File: config.mk
export PLATFORM = sky130hd
export DESIGN_NAME = mvm_seq_ctrl_flat
export DESIGN_NICKNAME = d
export VERILOG_FILES = /design/src/rtl/mvm_seq_ctrl_if.sv /design/src/rtl/mvm_seq_ctrl.sv /design/src/flat_wrapper.sv
export SDC_FILE = /design/constraint.sdc
export NUM_CORES = 1
export LEC_CHECK = 0
export ABC_AREA = 1
export CORE_AREA = 2 2 65 67
export CTS_CLUSTER_SIZE = 24
export DETAILED_ROUTE_END_ITERATION = 10
export DIE_AREA = 0 0 67 69
export GPL_ROUTABILITY_DRIVEN = 0
export GPL_TIMING_DRIVEN = 0
export PLACE_DENSITY_LB_ADDON = 0.08
export SLEW_MARGIN = 40
export SYNTH_ARGS = -nofsm -noshare
export SYNTH_HDL_FRONTEND = slang
export SYNTH_SLANG_ARGS = --single-unit
File: constraint.sdc
create_clock -name clk -period 1.6 [get_ports clk]
set_input_delay 0.16 -clock clk [delete_from_list [all_inputs] [get_ports clk]]
set_output_delay 0.16 -clock clk [all_outputs]
set_load 0.05 [all_outputs]
File: src/rtl/mvm_seq_ctrl_if.sv
// Handshake bundle between the matrix-vector sequencer and its environment.
//   in_valid  / in_ready  : load-beat handshake (data goes straight to the datapath)
//   out_valid / out_ready : result-drain handshake (data is read from mem_y)
// master = environment side, slave = sequencer side.
interface mvm_seq_ctrl_if;
  logic in_valid;
  logic in_ready;
  logic out_valid;
  logic out_ready;

  modport master (output in_valid, output out_ready, input in_ready, input out_valid);
  modport slave  (input in_valid, input out_ready, output in_ready, output out_valid);
endinterface

File: src/rtl/mvm_seq_ctrl.sv
// Control sequencer for a KxK matrix times K-vector multiply.
// Loads A (K*K beats) and x (K beats), then walks rows issuing one MAC read
// per cycle, flushes the 3-cycle accumulate pipeline, writes y[row], and
// finally drains y through a valid/ready port.
// Ports:
//   clk, reset          : single clock, synchronous active-low reset
//   loadMatrix, loadVector, start : commands, sampled only in IDLE
//   hs (slave)          : in_valid/in_ready load handshake, out_valid/out_ready drain handshake
//   addr_a, addr_x, addr_y : memory addresses (A is row-major, addr_a = {row, col})
//   wr_en_a, wr_en_x, wr_en_y, clear_acc : datapath controls
//   done, err, busy     : status (done/err are 1-cycle pulses)
module mvm_seq_ctrl #(
  parameter int K    = 8,
  parameter int LOGK = 3
) (
  input  logic              clk,
  input  logic              reset,
  input  logic              loadMatrix,
  input  logic              loadVector,
  input  logic              start,
  mvm_seq_ctrl_if.slave     hs,
  output logic [2*LOGK-1:0] addr_a,
  output logic [LOGK-1:0]   addr_x,
  output logic [LOGK-1:0]   addr_y,
  output logic              wr_en_a,
  output logic              wr_en_x,
  output logic              wr_en_y,
  output logic              clear_acc,
  output logic              done,
  output logic              err,
  output logic              busy
);

  typedef enum logic [3:0] {
    IDLE     = 4'd0,
    LOAD_A   = 4'd1,
    LOAD_X   = 4'd2,
    MAC      = 4'd3,
    FLUSH1   = 4'd4,
    FLUSH2   = 4'd5,
    WRITE_Y  = 4'd6,
    DRAIN_RD = 4'd7,
    DRAIN    = 4'd8
  } state_t;

  localparam logic [2*LOGK-1:0] A_LAST = (2*LOGK)'(K*K-1);
  localparam logic [2*LOGK-1:0] A_ONE  = (2*LOGK)'(1);
  localparam logic [LOGK-1:0]   K_LAST = LOGK'(K-1);
  localparam logic [LOGK-1:0]   X_ONE  = LOGK'(1);

  state_t            state_r;
  logic [2*LOGK-1:0] addr_a_r;
  logic [LOGK-1:0]   addr_x_r;
  logic [LOGK-1:0]   addr_y_r;
  logic [LOGK-1:0]   row_r;
  logic              a_loaded_r;
  logic              x_loaded_r;
  logic              in_ready_r;
  logic              out_valid_r;
  logic              wr_en_y_r;
  logic              clear_acc_r;
  logic              done_r;
  logic              err_r;
  logic              busy_r;
  logic              beat_s;

  // in_ready_r is high only in LOAD_A/LOAD_X, so it also gates the write enables
  // and guarantees no load write once reset has taken effect.
  assign beat_s       = in_ready_r & hs.in_valid;
  assign wr_en_a      = beat_s & (state_r == LOAD_A);
  assign wr_en_x      = beat_s & (state_r == LOAD_X);
  assign hs.in_ready  = in_ready_r;
  assign hs.out_valid = out_valid_r;
  assign addr_a       = addr_a_r;
  assign addr_x       = addr_x_r;
  assign addr_y       = addr_y_r;
  assign wr_en_y      = wr_en_y_r;
  assign clear_acc    = clear_acc_r;
  assign done         = done_r;
  assign err          = err_r;
  assign busy         = busy_r;

  // Sequencer: state, addresses, load flags and all registered outputs.
  always_ff @(posedge clk) begin
    if (!reset) begin
      state_r     <= IDLE;
      addr_a_r    <= '0;
      addr_x_r    <= '0;
      addr_y_r    <= '0;
      row_r       <= '0;
      a_loaded_r  <= 1'b0;
      x_loaded_r  <= 1'b0;
      in_ready_r  <= 1'b0;
      out_valid_r <= 1'b0;
      wr_en_y_r   <= 1'b0;
      clear_acc_r <= 1'b0;
      done_r      <= 1'b0;
      err_r       <= 1'b0;
      busy_r      <= 1'b0;
    end else begin
      // Single-cycle pulses default low.
      clear_acc_r <= 1'b0;
      done_r      <= 1'b0;
      err_r       <= 1'b0;
      wr_en_y_r   <= 1'b0;
      case (state_r)
        IDLE: begin
          if (start) begin
            if (a_loaded_r && x_loaded_r) begin
              state_r     <= MAC;
              row_r       <= '0;
              addr_a_r    <= '0;
              addr_x_r    <= '0;
              clear_acc_r <= 1'b1;
              busy_r      <= 1'b1;
            end else begin
              err_r <= 1'b1;
            end
          end else if (loadMatrix) begin
            state_r    <= LOAD_A;
            a_loaded_r <= 1'b0;
            addr_a_r   <= '0;
            in_ready_r <= 1'b1;
            busy_r     <= 1'b1;
          end else if (loadVector) begin
            state_r    <= LOAD_X;
            x_loaded_r <= 1'b0;
            addr_x_r   <= '0;
            in_ready_r <= 1'b1;
            busy_r     <= 1'b1;
          end else begin
            state_r <= IDLE;
          end
        end
        LOAD_A: begin
          if (beat_s) begin
            if (addr_a_r == A_LAST) begin
              a_loaded_r <= 1'b1;
              addr_a_r   <= '0;
              in_ready_r <= 1'b0;
              busy_r     <= 1'b0;
              state_r    <= IDLE;
            end else begin
              addr_a_r <= addr_a_r + A_ONE;
            end
          end
        end
        LOAD_X: begin
          if (beat_s) begin
            if (addr_x_r == K_LAST) begin
              x_loaded_r <= 1'b1;
              addr_x_r   <= '0;
              in_ready_r <= 1'b0;
              busy_r     <= 1'b0;
              state_r    <= IDLE;
            end else begin
              addr_x_r <= addr_x_r + X_ONE;
            end
          end
        end
        MAC: begin
          // addr_x doubles as the column counter; addresses hold through the flush.
          if (addr_x_r == K_LAST) begin
            state_r <= FLUSH1;
          end else begin
            addr_a_r <= addr_a_r + A_ONE;
            addr_x_r <= addr_x_r + X_ONE;
          end
        end
        FLUSH1: state_r <= FLUSH2;
        FLUSH2: begin
          state_r   <= WRITE_Y;
          wr_en_y_r <= 1'b1;
          addr_y_r  <= row_r;
        end
        WRITE_Y: begin
          if (row_r == K_LAST) begin
            addr_y_r <= '0;
            state_r  <= DRAIN_RD;
          end else begin
            row_r       <= row_r + X_ONE;
            addr_a_r    <= {row_r + X_ONE, {LOGK{1'b0}}};
            addr_x_r    <= '0;
            clear_acc_r <= 1'b1;
            state_r     <= MAC;
          end
        end
        DRAIN_RD: begin
          // One cycle for the synchronous y read before presenting it.
          state_r     <= DRAIN;
          out_valid_r <= 1'b1;
        end
        DRAIN: begin
          if (hs.out_ready) begin
            out_valid_r <= 1'b0;
            if (addr_y_r == K_LAST) begin
              addr_y_r <= '0;
              done_r   <= 1'b1;
              busy_r   <= 1'b0;
              state_r  <= IDLE;
            end else begin
              addr_y_r <= addr_y_r + X_ONE;
              state_r  <= DRAIN_RD;
            end
          end
        end
        default: begin
          state_r     <= IDLE;
          in_ready_r  <= 1'b0;
          out_valid_r <= 1'b0;
          busy_r      <= 1'b0;
        end
      endcase
    end
  end

endmodule

File: src/flat_wrapper.sv
// flat-port wrapper written by rule: the top's interface ports become plain ports
module mvm_seq_ctrl_flat 
#(
  parameter int K    = 8,
  parameter int LOGK = 3
)
  (clk, reset, loadMatrix, loadVector, start, addr_a, addr_x, addr_y, wr_en_a, wr_en_x, wr_en_y, clear_acc, done, err, busy, hs_in_valid, hs_out_ready, hs_in_ready, hs_out_valid);
  mvm_seq_ctrl_if hs_i ();
  input  logic clk;
  input  logic reset;
  input  logic loadMatrix;
  input  logic loadVector;
  input  logic start;
  output logic [2*LOGK-1:0] addr_a;
  output logic [LOGK-1:0] addr_x;
  output logic [LOGK-1:0] addr_y;
  output logic wr_en_a;
  output logic wr_en_x;
  output logic wr_en_y;
  output logic clear_acc;
  output logic done;
  output logic err;
  output logic busy;
  input wire logic [$bits(hs_i.in_valid)-1:0] hs_in_valid;
  input wire logic [$bits(hs_i.out_ready)-1:0] hs_out_ready;
  output wire logic [$bits(hs_i.in_ready)-1:0] hs_in_ready;
  output wire logic [$bits(hs_i.out_valid)-1:0] hs_out_valid;
  assign hs_i.in_valid = hs_in_valid;
  assign hs_i.out_ready = hs_out_ready;
  assign hs_in_ready = hs_i.in_ready;
  assign hs_out_valid = hs_i.out_valid;
  mvm_seq_ctrl #(.K(K), .LOGK(LOGK)) u_core (.clk(clk), .reset(reset), .loadMatrix(loadMatrix), .loadVector(loadVector), .start(start), .hs(hs_i), .addr_a(addr_a), .addr_x(addr_x), .addr_y(addr_y), .wr_en_a(wr_en_a), .wr_en_x(wr_en_x), .wr_en_y(wr_en_y), .clear_acc(clear_acc), .done(done), .err(err), .busy(busy));
endmodule
==> summary.txt <==
period utilisation layout - 100%
worst slew pin tran - 677 ps
R2R Setup Slk - 0.5 ps
full die area - 4620 sq um
CTS buffer count - 3
crit path DAT - 1820 ps
worst hold path type - in -> reg
synthesis warning total - 0
routed vias/inst - 5.30
kind of critical path - reg -> reg
post-DP HPWL - 3.50 mm
Req. time, crit path - 1820 ps
register bit total from synthesis - 28
synthesis-to-layout area growth - 33.2%
Vias - 1945
TritonCTS clock tree - done
placeable core region - 3910 sq um
sw power - 1200 uW
Fillers - 365
fin nets - 332
multi-input combinational cell area - 1230 sq um
number of max-cap violations - 0
I/O pins - 28
first-pass GRT wire length - 7.94 mm
largest net degree at the start of global routing - 17
Synth Area in Simple Gates - 42.9%
Synth Area in XOR/XNOR - 0.938%
Power Density - 1120 nW/um^2
Starting Density - 47.7%
row count - 23
CTS max path bufs - 2
Comb pwr share - 49.2%
most common cell after layout, fill and taps aside - nand2_1
Adder-Cell Fraction of Synth Area - 4.69%
total internal power - 1600 uW
DP Cell Count - 349
largest family of logic cells by synthesized area - simple AND/OR/NAND/NOR gates
# diodes - 0
Place WS - -423 ps
critical path capture point type - register
CTS HTree Levels - 1
final hold vios - 0
most frequent cells in the layout - nand2_1, nor2_1, nand3_1
clk slew on worst S/H paths - 110 ps
Seq pwr share - 29.6%
Seq/Total Area, Yosys - 30.0%
total track usage - 21.9%
Die Height - 69 microns
DRC violations left - 0
mux contribution to synthesized area - 0%
routed len/inst - 13.7 microns
clk_lat worst skew - 290 ps
sequential cell area - 584 sq um
final setup vio count - 0
Synth Area in Compound Gates - 13.6%
Mean Syn Cell Area - 6.84 sq um
Post-Syn Area - 1870 sq um
Worst slew margin - 54.9%
max frequency - 625 MHz
hold endpoint - u_core.hs.in_ready$_SDFFE_PN0P_
Clock Skew - 9.84 ps
worst hold path depth - 3
max-slew violations - 0
antenna violations before repair - 0
Crit Reg-Reg Endpoint - u_core.state_r[0]$_SDFFE_PN0P_
Leak - 0.00124 uW
antenna-violating nets left - 0
share of cells above drive strength 1 - 30.9%
WL final - 5.04 mm
type of origin of the critical path - register
Net Count, Synth - 287
CP max FO - 6
Final Non-Filler Cells - 367
grt ovf - 0
First DRT Iteration DRCs - 112
Sink Count - 28
Reg2Reg Depth - 10
fin crit period - 1600 ps
Detailed Routing Iterations Pass 1 - 4
Net Sw Frac - 42.9%
worst flop-to-flop path startpoint - u_core.state_r[2]$_SDFFE_PN0P_
vias in the first global route - 1720
IO buf count - 26
Hold Crit Start - reset
RSZ-0062 raised after global routing - true
VDD IR-drop max - 570 uV
Clock Tree Root - clkbuf_8
post-synth cell types - 33
Gate Count Post-Synth - 273
die outline width - 67 microns
share of power burned in the clock network - 21.1%
outcome - completed
fin worst setup slack - 0.520 ps
## how the worst max path moves through the flow
stage / slack (ps) / startpoint / cells after the start / end
3_5_place_dp: -420 / u_core.state_r[2]$_SDFFE_PN0P_ / 5 / wr_en_a
5_1_grt: -120 / u_core.addr_a[0]$_SDFFE_PN0P_ / 10 / u_core.state_r[0]$_SDFFE_PN0P_
4_1_cts: 0.5 / u_core.state_r[1]$_SDFFE_PN0P_ / 6 / wr_en_x
2_1_floorplan: -30 / u_core.state_r[2]$_SDFFE_PN0P_ / 6 / u_core.a_loaded_r$_SDFFE_PN0P_
6_report: 0.5 / u_core.state_r[2]$_SDFFE_PN0P_ / 10 / u_core.state_r[0]$_SDFFE_PN0P_
3_3_place_gp: -410 / u_core.state_r[2]$_SDFFE_PN0P_ / 5 / wr_en_a
## synth_stat cells, drive strengths merged
master	number	area [sq um]
nor4	1	6.26
inv	26	100
xnor2	2	17.5
nand4	4	25.0
o21ai	16	91.3
dfxtp	28	561
a21oi	24	120
o211ai	1	7.51
a21boi	2	15.0
nand3	33	203
a31oi	2	12.5
nor3b	1	12.5
or2	1	6.26
nand2	72	310
buf	3	33.8
nor2	44	229
o21a	1	7.51
clkbuf	3	12.5
ha	7	87.6
nor3	2	10.0
## cell families (layout without fill, tap and decap cells)
logic type,after synthesis,in the layout
adder cells (fa/ha/maj),7,7
AO/OA/AOI/OAI,46,46
flip-flops,28,28
AND/OR/NAND/NOR,158,158
XOR/XNOR,2,2
buffers and inverters,32,76
## power groups by stage
stage | clock network (uW) | logic [uW] | registers, uW
after floorplan | 0 | 787 | 989
after global placement | 0 | 1200 | 840
after detailed placement | 0 | 1210 | 841
after CTS | 595 | 1200 | 825
after global routing | 633 | 1490 | 835
final | 591 | 1380 | 827
## timing repair
item,in CTS,in global routing
resized for setup,28,43
buffers inserted,2,12
setup endpoints to repair,14,25
pin swaps,2,8
hold buffers,0,0
## sequential cells by signal (all words and copies together) (netlist names)
signal and flops:
u_core.a_loaded_r 1, u_core.addr_a 6, u_core.addr_x 3, u_core.addr_y 3
u_core.busy 1, u_core.clear_acc 1, u_core.done 1, u_core.err 1
u_core.hs.in_ready 1, u_core.hs.out_valid 1, u_core.row_r 3, u_core.state_r 4
u_core.wr_en_y 1, u_core.x_loaded_r 1
## critical path: stages (launching register included)
cell	delay, ps
dfxtp_4	390
nor2_4	160
buf_6	160
inv_1	50
nor2_1	170
nand2_2	150
nand2_1	110
nor2_2	70
nand2_2	80
nand2_1	60
a21oi_1	120
## area by class of cell
cell class	count	share of cell area (%)
sequential	28	23.5
clock buffer	3	1.66
buffer	6	2.01
inverter	26	4.12
clock inverter	1	1.21
tap	50	2.52
multi-input combinational	213	49.6
timing repair buffer	40	15.3
## layer usage
layer  part of all wire (%)  global-route usage, %  vias to the layer above
met4                   0.73                   7.94                        0
met5                      0                      0                        -
met3                    4.5                   3.43                        9
met2                     48                   32.8                       64
met1                     47                   31.3                      884
li1                       -                      -                      988
## metrics by stage
| step | hold WS, ps | setup TNS, ps | instance area (sq um) | utilization, % | power (uW) |
|---|---|---|---|---|---|
| 3_5_place_dp | 468 | -1250 | 2200 | 56.3 | 2050 |
| 6_report | 190 | 0 | 2490 | 63.6 | 2790 |
| 5_1_grt | 224 | -368 | 2490 | 63.6 | 2960 |
| 4_1_cts | 191 | 0 | 2280 | 58.3 | 2620 |
| 2_1_floorplan | 321 | -34.6 | 1880 | - | 1780 |
| 3_3_place_gp | 462 | -1250 | 2200 | 56.3 | 2050 |
Power figures use the tool's default switching activity.
